File: src/rtl/w_level_q_if.sv
`default_nettype none
// ============================================================================
// Module      : w_level_q_if
// Description : M-stage result, GRF write port and forwarding lookup bundle
//               for the write-back queue.
// Revision    : 1.0 - initial release
// ============================================================================
interface w_level_q_if #(
    parameter int XLEN = 32
);
    logic            in_valid;
    logic            in_ready;
    logic [4:0]      in_a3;
    logic [1:0]      in_wdsel;
    logic [2:0]      in_ext;
    logic [1:0]      in_addrlo;
    logic [XLEN-1:0] in_pc;
    logic [XLEN-1:0] in_y;
    logic [XLEN-1:0] in_dr;
    logic [XLEN-1:0] in_hilo;
    logic            rf_gnt;
    logic            rf_we;
    logic [4:0]      rf_a3;
    logic [XLEN-1:0] rf_wd;
    logic [4:0]      fwd_ra;
    logic            fwd_hit;
    logic [XLEN-1:0] fwd_data;

    modport master (
        output in_valid, in_a3, in_wdsel, in_ext, in_addrlo,
        output in_pc, in_y, in_dr, in_hilo, rf_gnt, fwd_ra,
        input  in_ready, rf_we, rf_a3, rf_wd, fwd_hit, fwd_data
    );

    modport slave (
        input  in_valid, in_a3, in_wdsel, in_ext, in_addrlo,
        input  in_pc, in_y, in_dr, in_hilo, rf_gnt, fwd_ra,
        output in_ready, rf_we, rf_a3, rf_wd, fwd_hit, fwd_data
    );
endinterface
`default_nettype wire

File: src/rtl/w_level_q.sv
`default_nettype none
// ============================================================================
// Module      : w_level_q
// Description : Write-back stage: forms final GRF write data and buffers it in
//               a DEPTH-entry queue with youngest-first forwarding lookup.
// Revision    : 1.0 - initial release
// ============================================================================
module w_level_q #(
    parameter int XLEN   = 32,
    parameter int DEPTH  = 4,
    parameter int PC_OFS = 8
) (
    input  wire logic                     clk,
    input  wire logic                     rst_n,
    input  wire logic                     i_flush,
    w_level_q_if.slave                    bus,
    output logic [$clog2(DEPTH):0]        o_count
);
    localparam int c_PTR_W = $clog2(DEPTH);
    localparam int c_CNT_W = c_PTR_W + 1;

    localparam logic [1:0] c_SEL_ALU  = 2'd0;
    localparam logic [1:0] c_SEL_DM   = 2'd1;
    localparam logic [1:0] c_SEL_PC   = 2'd2;
    localparam logic [2:0] c_EXT_LB   = 3'd1;
    localparam logic [2:0] c_EXT_LBU  = 3'd2;
    localparam logic [2:0] c_EXT_LH   = 3'd3;
    localparam logic [2:0] c_EXT_LHU  = 3'd4;

    logic [c_PTR_W-1:0] r_head;
    logic [c_PTR_W-1:0] r_tail;
    logic [c_CNT_W-1:0] r_count;
    logic [DEPTH-1:0]   r_valid;
    logic [4:0]         r_a3 [DEPTH];
    logic [XLEN-1:0]    r_wd [DEPTH];

    logic               w_full;
    logic               w_push;
    logic               w_pop;
    logic [7:0]         w_byte;
    logic [15:0]        w_half;
    logic [XLEN-1:0]    w_load;
    logic [XLEN-1:0]    w_wd;
    logic [c_PTR_W-1:0] w_idx;
    logic               w_fwd_hit;
    logic [XLEN-1:0]    w_fwd_data;

    assign w_full       = (r_count == c_CNT_W'(DEPTH));
    assign bus.in_ready = !w_full;
    // Writes to $0 are accepted from the pipeline but never occupy a slot.
    assign w_push  = bus.in_valid && !w_full && (bus.in_a3 != 5'd0) && !i_flush;
    assign w_pop   = r_valid[r_head] && bus.rf_gnt && !i_flush;
    assign o_count = r_count;

    always_comb begin
        w_byte = bus.in_dr[{bus.in_addrlo, 3'b000} +: 8];
        w_half = bus.in_dr[{bus.in_addrlo[1], 4'b0000} +: 16];
        case (bus.in_ext)
            c_EXT_LB:  w_load = {{(XLEN-8){w_byte[7]}}, w_byte};
            c_EXT_LBU: w_load = {{(XLEN-8){1'b0}}, w_byte};
            c_EXT_LH:  w_load = {{(XLEN-16){w_half[15]}}, w_half};
            c_EXT_LHU: w_load = {{(XLEN-16){1'b0}}, w_half};
            default:   w_load = bus.in_dr;
        endcase
    end

    always_comb begin
        case (bus.in_wdsel)
            c_SEL_ALU: w_wd = bus.in_y;
            c_SEL_DM:  w_wd = w_load;
            c_SEL_PC:  w_wd = bus.in_pc + XLEN'(PC_OFS);
            default:   w_wd = bus.in_hilo;
        endcase
    end

    assign bus.rf_we = r_valid[r_head];
    assign bus.rf_a3 = r_valid[r_head] ? r_a3[r_head] : 5'd0;
    assign bus.rf_wd = r_valid[r_head] ? r_wd[r_head] : '0;

    // Walk oldest to youngest so the last match (the youngest) wins.
    always_comb begin
        w_idx      = r_head;
        w_fwd_hit  = 1'b0;
        w_fwd_data = '0;
        for (int k = 0; k < DEPTH; k++) begin
            w_idx = r_head + c_PTR_W'(k);
            if (r_valid[w_idx] && (r_a3[w_idx] == bus.fwd_ra) && (bus.fwd_ra != 5'd0)) begin
                w_fwd_hit  = 1'b1;
                w_fwd_data = r_wd[w_idx];
            end
        end
    end

    assign bus.fwd_hit  = w_fwd_hit;
    assign bus.fwd_data = w_fwd_data;

    always_ff @(posedge clk or negedge rst_n) begin
        if (!rst_n) begin
            r_head  <= '0;
            r_tail  <= '0;
            r_count <= '0;
            r_valid <= '0;
        end else if (i_flush) begin
            r_head  <= '0;
            r_tail  <= '0;
            r_count <= '0;
            r_valid <= '0;
        end else begin
            if (w_push) begin
                r_valid[r_tail] <= 1'b1;
                r_tail          <= r_tail + 1'b1;
            end
            if (w_pop) begin
                r_valid[r_head] <= 1'b0;
                r_head          <= r_head + 1'b1;
            end
            r_count <= r_count + c_CNT_W'(w_push) - c_CNT_W'(w_pop);
        end
    end

    // Payload needs no reset: it is only observed through the valid bits.
    always_ff @(posedge clk) begin
        if (w_push) begin
            r_a3[r_tail] <= bus.in_a3;
            r_wd[r_tail] <= w_wd;
        end
    end
endmodule
`default_nettype wire

File: src/flat_wrapper.sv
// flat-port wrapper written by rule: the top's interface ports become plain ports
module w_level_q_flat 
#(
    parameter int XLEN   = 32,
    parameter int DEPTH  = 4,
    parameter int PC_OFS = 8
)
  (clk, rst_n, i_flush, o_count, bus_in_valid, bus_in_a3, bus_in_wdsel, bus_in_ext, bus_in_addrlo, bus_in_pc, bus_in_y, bus_in_dr, bus_in_hilo, bus_rf_gnt, bus_fwd_ra, bus_in_ready, bus_rf_we, bus_rf_a3, bus_rf_wd, bus_fwd_hit, bus_fwd_data);
  w_level_q_if #(.XLEN(XLEN)) bus_i ();
  input  wire logic clk;
  input  wire logic rst_n;
  input  wire logic i_flush;
  output logic [$clog2(DEPTH):0] o_count;
  input wire logic [$bits(bus_i.in_valid)-1:0] bus_in_valid;
  input wire logic [$bits(bus_i.in_a3)-1:0] bus_in_a3;
  input wire logic [$bits(bus_i.in_wdsel)-1:0] bus_in_wdsel;
  input wire logic [$bits(bus_i.in_ext)-1:0] bus_in_ext;
  input wire logic [$bits(bus_i.in_addrlo)-1:0] bus_in_addrlo;
  input wire logic [$bits(bus_i.in_pc)-1:0] bus_in_pc;
  input wire logic [$bits(bus_i.in_y)-1:0] bus_in_y;
  input wire logic [$bits(bus_i.in_dr)-1:0] bus_in_dr;
  input wire logic [$bits(bus_i.in_hilo)-1:0] bus_in_hilo;
  input wire logic [$bits(bus_i.rf_gnt)-1:0] bus_rf_gnt;
  input wire logic [$bits(bus_i.fwd_ra)-1:0] bus_fwd_ra;
  output wire logic [$bits(bus_i.in_ready)-1:0] bus_in_ready;
  output wire logic [$bits(bus_i.rf_we)-1:0] bus_rf_we;
  output wire logic [$bits(bus_i.rf_a3)-1:0] bus_rf_a3;
  output wire logic [$bits(bus_i.rf_wd)-1:0] bus_rf_wd;
  output wire logic [$bits(bus_i.fwd_hit)-1:0] bus_fwd_hit;
  output wire logic [$bits(bus_i.fwd_data)-1:0] bus_fwd_data;
  assign bus_i.in_valid = bus_in_valid;
  assign bus_i.in_a3 = bus_in_a3;
  assign bus_i.in_wdsel = bus_in_wdsel;
  assign bus_i.in_ext = bus_in_ext;
  assign bus_i.in_addrlo = bus_in_addrlo;
  assign bus_i.in_pc = bus_in_pc;
  assign bus_i.in_y = bus_in_y;
  assign bus_i.in_dr = bus_in_dr;
  assign bus_i.in_hilo = bus_in_hilo;
  assign bus_i.rf_gnt = bus_rf_gnt;
  assign bus_i.fwd_ra = bus_fwd_ra;
  assign bus_in_ready = bus_i.in_ready;
  assign bus_rf_we = bus_i.rf_we;
  assign bus_rf_a3 = bus_i.rf_a3;
  assign bus_rf_wd = bus_i.rf_wd;
  assign bus_fwd_hit = bus_i.fwd_hit;
  assign bus_fwd_data = bus_i.fwd_data;
  w_level_q #(.XLEN(XLEN), .DEPTH(DEPTH), .PC_OFS(PC_OFS)) u_core (.clk(clk), .rst_n(rst_n), .i_flush(i_flush), .bus(bus_i), .o_count(o_count));
endmodule
File: config.mk
export PLATFORM = sky130hd
export DESIGN_NAME = w_level_q_flat
export DESIGN_NICKNAME = d
export VERILOG_FILES = /design/src/rtl/w_level_q_if.sv /design/src/rtl/w_level_q.sv /design/src/flat_wrapper.sv
export SDC_FILE = /design/constraint.sdc
export NUM_CORES = 1
export LEC_CHECK = 0
export ABC_CLOCK_PERIOD_IN_PS = 4500
export CORE_ASPECT_RATIO = 1.75
export CORE_UTILIZATION = 50
export DETAILED_ROUTE_END_ITERATION = 10
export DONT_BUFFER_PORTS = 1
export PLACE_DENSITY = 0.61
export SLEW_MARGIN = 20
export SYNTH_ARGS = -nofsm -noshare
export SYNTH_HDL_FRONTEND = slang
export SYNTH_SLANG_ARGS = --single-unit
File: constraint.sdc
create_clock -name clk -period 4.5 [get_ports clk]
set_input_delay 0.675 -clock clk [delete_from_list [all_inputs] [get_ports clk]]
set_output_delay 0.675 -clock clk [all_outputs]
set_load 0.01 [all_outputs]
==> results.md <==
- The total routing usage reported by global routing is 28.9%.
- The delay of the slowest cell on the worst path is 0.55 ns.
- In this run, distinct cell masters in the synthesized netlist total 65.
- Summed over all nets, the switching power comes to 0.00149 W.
- Across the run, the number of max-cap violations was 0.
- The sequential share of power is 37.6%.
- Among all stages on the critical path, the largest delay is contributed by sky130_fd_sc_hd__mux4_2.
- Along the worst hold path, the cell count comes to 1.
- The flow ran to the end, and the final reports show no timing, DRC or antenna violations.
- TritonCTS built the clock tree.
- The logic depth of the worst register-to-register path is 13.
- The number of placement rows is 76.
- By area the synthesized netlist is led by sky130_fd_sc_hd__edfxtp_1 35%, sky130_fd_sc_hd__mux4_2 27%, sky130_fd_sc_hd__a211oi_2 3.0%, sky130_fd_sc_hd__xnor2_1 2.4%, sky130_fd_sc_hd__mux2i_1 2.2%.
- The number of buffers on the longest clock path is 2.
- The repair_antennas step left the layout with diodes totalling 0.
- The detailed-routing iteration count for the pre-antenna-repair pass is 5.
- The post-synthesis instance area is 12,500 sq um.
- The post-synthesis net count is 1,167.
- Leaving out fill and tap cells, the most frequent cells in the layout are 148 x sky130_fd_sc_hd__mux4_2, 148 x sky130_fd_sc_hd__edfxtp_1, 66 x sky130_fd_sc_hd__nor2_1.
- Measured along the y axis, the die boundary spans 211 um.
- The cell leakage power is 4.13 nW.
- The initial antenna violation count is 0.
- During synthesis, Yosys emitted a total of 0 warnings.
- The clock tree synthesis step divided the H-tree into 4 levels.
- The first-pass GRT wire length is 54,100 um.
- The biggest area contributor in the post-synthesis netlist is sky130_fd_sc_hd__edfxtp_1.
- The worst register-to-register path begins at u_core.r_head[0].
- Setup violations remaining at the end of the flow were counted as 0.
- The number of fillers in the final layout is 2,045.
- In this run the worst path has a maximum fanout of 16.
- Setup repair after global routing left no endpoint under its margin.
- In this run the remaining antenna-violating nets after routing total 0.
- STA classifies the critical path endpoint as an output port.
- The buffer and inverter count on the worst path is 3.
- The final weighted congestion in routability-driven placement is 0.912.
- The highest clock rate is 231 MHz.
- The root buffer cell chosen for the clock tree is sky130_fd_sc_hd__clkbuf_16.
- After detailed routing, the number of remaining DRC violations is 0.
- By startpoint and endpoint, the worst setup path is classified as reg2out.
- The first routing iteration left 677 violations.
- The effective utilization at floorplan is 50.8%.
- Cells with a size suffix above 1 make up 27.2% of the layout.
- The clock latency on the worst-skew pair is 0.44 ns.
- The clock-pin transition on the worst setup and hold timing paths is 0.06 ns.
- In this run, synthesis produced a sequential element count of 159.
- The internal power contribution is 0.00342 W.
- Of all flip-flops after synthesis, the portion carrying an async set or reset was 6.92%.
- The footprint of the flip-flops and latches is 4730 sq um.
- For the pin with the worst max-slew slack, the measured transition is 1.01 ns.
- The via count of the first global-routing pass was 9,485.
- The hold-critical path endpoint is u_core.r_head[0].
- The number of max-slew violations in the final report is 0.
- The setup slack of the most critical reg-to-reg path is 0.87 ns.
- Yosys mapped a number of flops with a built-in enable equal to 148.
- The synthesized area per cell is 12.5 sq um.
- For this run, the leading register cell type out of synthesis is sky130_fd_sc_hd__edfxtp_1.
- The die is 122 um wide.
- The power density over the cells is 362 nW/um^2.
- The least setup slack across all paths after layout is 0.172 ns.
- The hold violation count in the final report came to 0.
- The critical path goes through inv_1 > ha_4 > mux4_2 > xnor2_1 > nand4_1 > buf_4 > nor3b_1 > a31oi_1 > a211oi_2 > buf_4.
- The arrival time reported for the critical path endpoint is 3.65 ns.
- In the routed layout, each cell is associated on average with a via count of 7.11.
- After technology mapping, the gate count stands at 1,005.
- The multi-input gate area in the final layout is 7330 sq um.
- The startpoint class of the critical path is a flip-flop.
- The average wire length per cell after detail routing is 27.7 um.
- The number of buffers inserted by port buffering is 0.
- The area of the die is 25,700 sq um.
- In this design, the largest share of critical-path delay is due to buffers and inverters.
- The portion of the post-synthesis area used by sequential elements is 37.7%.
- The logic gate share of total power is 33.5%.
- The remaining global-route overflow is 0.
- In this run the most critical hold path is launched from i_flush.
- The wire-length estimate of the detail-placed layout is 24,800 um.
- Clock tree synthesis inserted a total of 17 buffers.
- In this run the tightest slew margin relative to its limit is 32.0%.
- Net switching is 30.4% of the power.
- The clock network fraction of total power is 29.0%.
- Entering global routing, the biggest net connects 93 pins.
- The setup fix buffers added after clock tree synthesis is 0.
- The floorplan step defined a core boundary enclosing 24,600 sq um.
- The share of synthesized area in the top cell type comes to 35.5%.
- Clock tree synthesis found a total of 159 sinks.
- The post-route clock period utilization is 96.2%.
- The layout overhead on the synthesized area is 8.13%.
- The post-placement worst setup slack is 0.506 ns.
- In this run the count of I/O pins placed on the die edge is 225.
- The worst clock skew on the final layout is 0.00833 ns.
- For this block, the routed nets add up to 36,200 um of wire.
- Across the VDD grid, the largest voltage drop is 0.276 mV.
- The number of nets in the layout is 1,145.
- The detailed router placed 9,299 vias in this run.
- The endpoint identified for the worst register-to-register timing path is u_core.o_count[2].
- For the worst setup path, the data required time is 3.83 ns.
- By instance count, the cell type seen most on the critical path is sky130_fd_sc_hd__buf_4.
- The minimum period implied by the final worst setup slack is 4.33 ns.
- The path class of the tightest hold or removal check is in2reg.
- The total negative slack is 0 ns.
[stage by stage]
step           cell area (sq um)  std cells  hold WS (ns)  total power (W)  utilization [%]
5_1_grt                    13500       1308         0.278          0.00512             55.0
6_report                   13500       1308         0.297          0.00491             55.0
4_1_cts                    13500       1308         0.274          0.00495             55.0
2_1_floorplan              12500       1005         0.379          0.00317                -
3_5_place_dp               12900       1275         0.380          0.00352             52.6
3_3_place_gp               12900       1275         0.380          0.00349             52.6
[Yosys cell counts (all sizes together) (28+ instances only)]
library cell and number:
mux4 149, edfxtp 148, nor2 66, clkbuf 54, nand2 47, and2 42, nor3 40, buf 39
a21oi 38, xnor2 34, a211oi 33, a31oi 32, nor3b 32, mux2i 28
[metal layers]
metal	routed length, um	GRT usage (%)	vias up
met2	19400	51.3	469
met3	2740	6.57	94
met5	0	0	-
met1	12200	30.8	4716
met4	1890	17.0	0
li1	-	-	4020
[repair_timing]
| action | CTS | global route |
|---|---|---|
| resized for setup | 0 | 1 |
| hold endpoints to repair | 11 | 0 |
| setup endpoints to repair | 0 | 26 |
| hold buffers | 1 | 0 |
[power groups by stage]
stage | combinational [W] | clock, W | sequential [W]
after floorplan | 0.00133 | 0 | 0.00184
after global placement | 0.00163 | 0 | 0.00186
after detailed placement | 0.00165 | 0 | 0.00187
after CTS | 0.00166 | 0.00145 | 0.00184
after global routing | 0.00176 | 0.00150 | 0.00186
final | 0.00164 | 0.00142 | 0.00184
[worst max path at each step]
stage               slack [ns]  cells past startpoint        startpoint                to
finish                    0.17                     10  u_core.r_head[0]  bus_fwd_data[15]
global route             0.002                     10  u_core.r_head[0]  bus_fwd_data[15]
CTS                      0.003                     10  u_core.r_head[0]  bus_fwd_data[15]
detailed placement        0.51                     10  u_core.r_head[0]  bus_fwd_data[15]
global placement          0.57                      8     bus_fwd_ra[0]  bus_fwd_data[15]
floorplan                 0.64                     13  u_core.r_head[1]  bus_fwd_data[31]
[layout make-up]
| cell class | count | share of cell area, % |
|---|---|---|
| tap | 312 | 2.88 |
| inverter | 21 | 0.582 |
| multi-input combinational | 732 | 54.1 |
| clock inverter | 13 | 1.08 |
| sequential | 159 | 34.9 |
| timing repair buffer | 52 | 3.21 |
| clock buffer | 19 | 3.20 |
[worst reg2reg max path: stages, from the launching register on]
cell and delay [ns]:
sky130_fd_sc_hd__dfrtp_4 0.40, sky130_fd_sc_hd__buf_4 0.29, sky130_fd_sc_hd__buf_12 0.50, sky130_fd_sc_hd__mux4_2 0.80, sky130_fd_sc_hd__nand2_1 0.20, sky130_fd_sc_hd__nor2_1 0.09, sky130_fd_sc_hd__ha_1 0.27, sky130_fd_sc_hd__inv_1 0.05
sky130_fd_sc_hd__ha_1 0.12, sky130_fd_sc_hd__inv_1 0.05, sky130_fd_sc_hd__fa_1 0.37, sky130_fd_sc_hd__xor2_1 0.16, sky130_fd_sc_hd__xnor2_1 0.15, sky130_fd_sc_hd__nor2_1 0.06
[sequential cells by signal, summed over array words and instances, names as in the netlist]
| name | count |
|---|---|
| u_core.o_count | 3 |
| u_core.r_tail | 2 |
| u_core.r_wd | 128 |
| u_core.r_valid | 4 |
| u_core.r_head | 2 |
| u_core.r_a3 | 20 |
[cells by family (layout without fill, tap and decap cells)]
group | count (synthesis) | count (layout) | synth area share, %
muxes | 179 | 179 | 29.2
adders and majority gates | 12 | 12 | 1.26
buffers and inverters | 114 | 105 | 4.10
AOI/OAI and AO/OA | 196 | 196 | 11.7
and+or+nand+nor | 290 | 290 | 12.1
xor gates and xnor gates | 55 | 55 | 3.85
DFF | 159 | 159 | 37.7
Note: power is estimated with default switching activity, not from simulation.
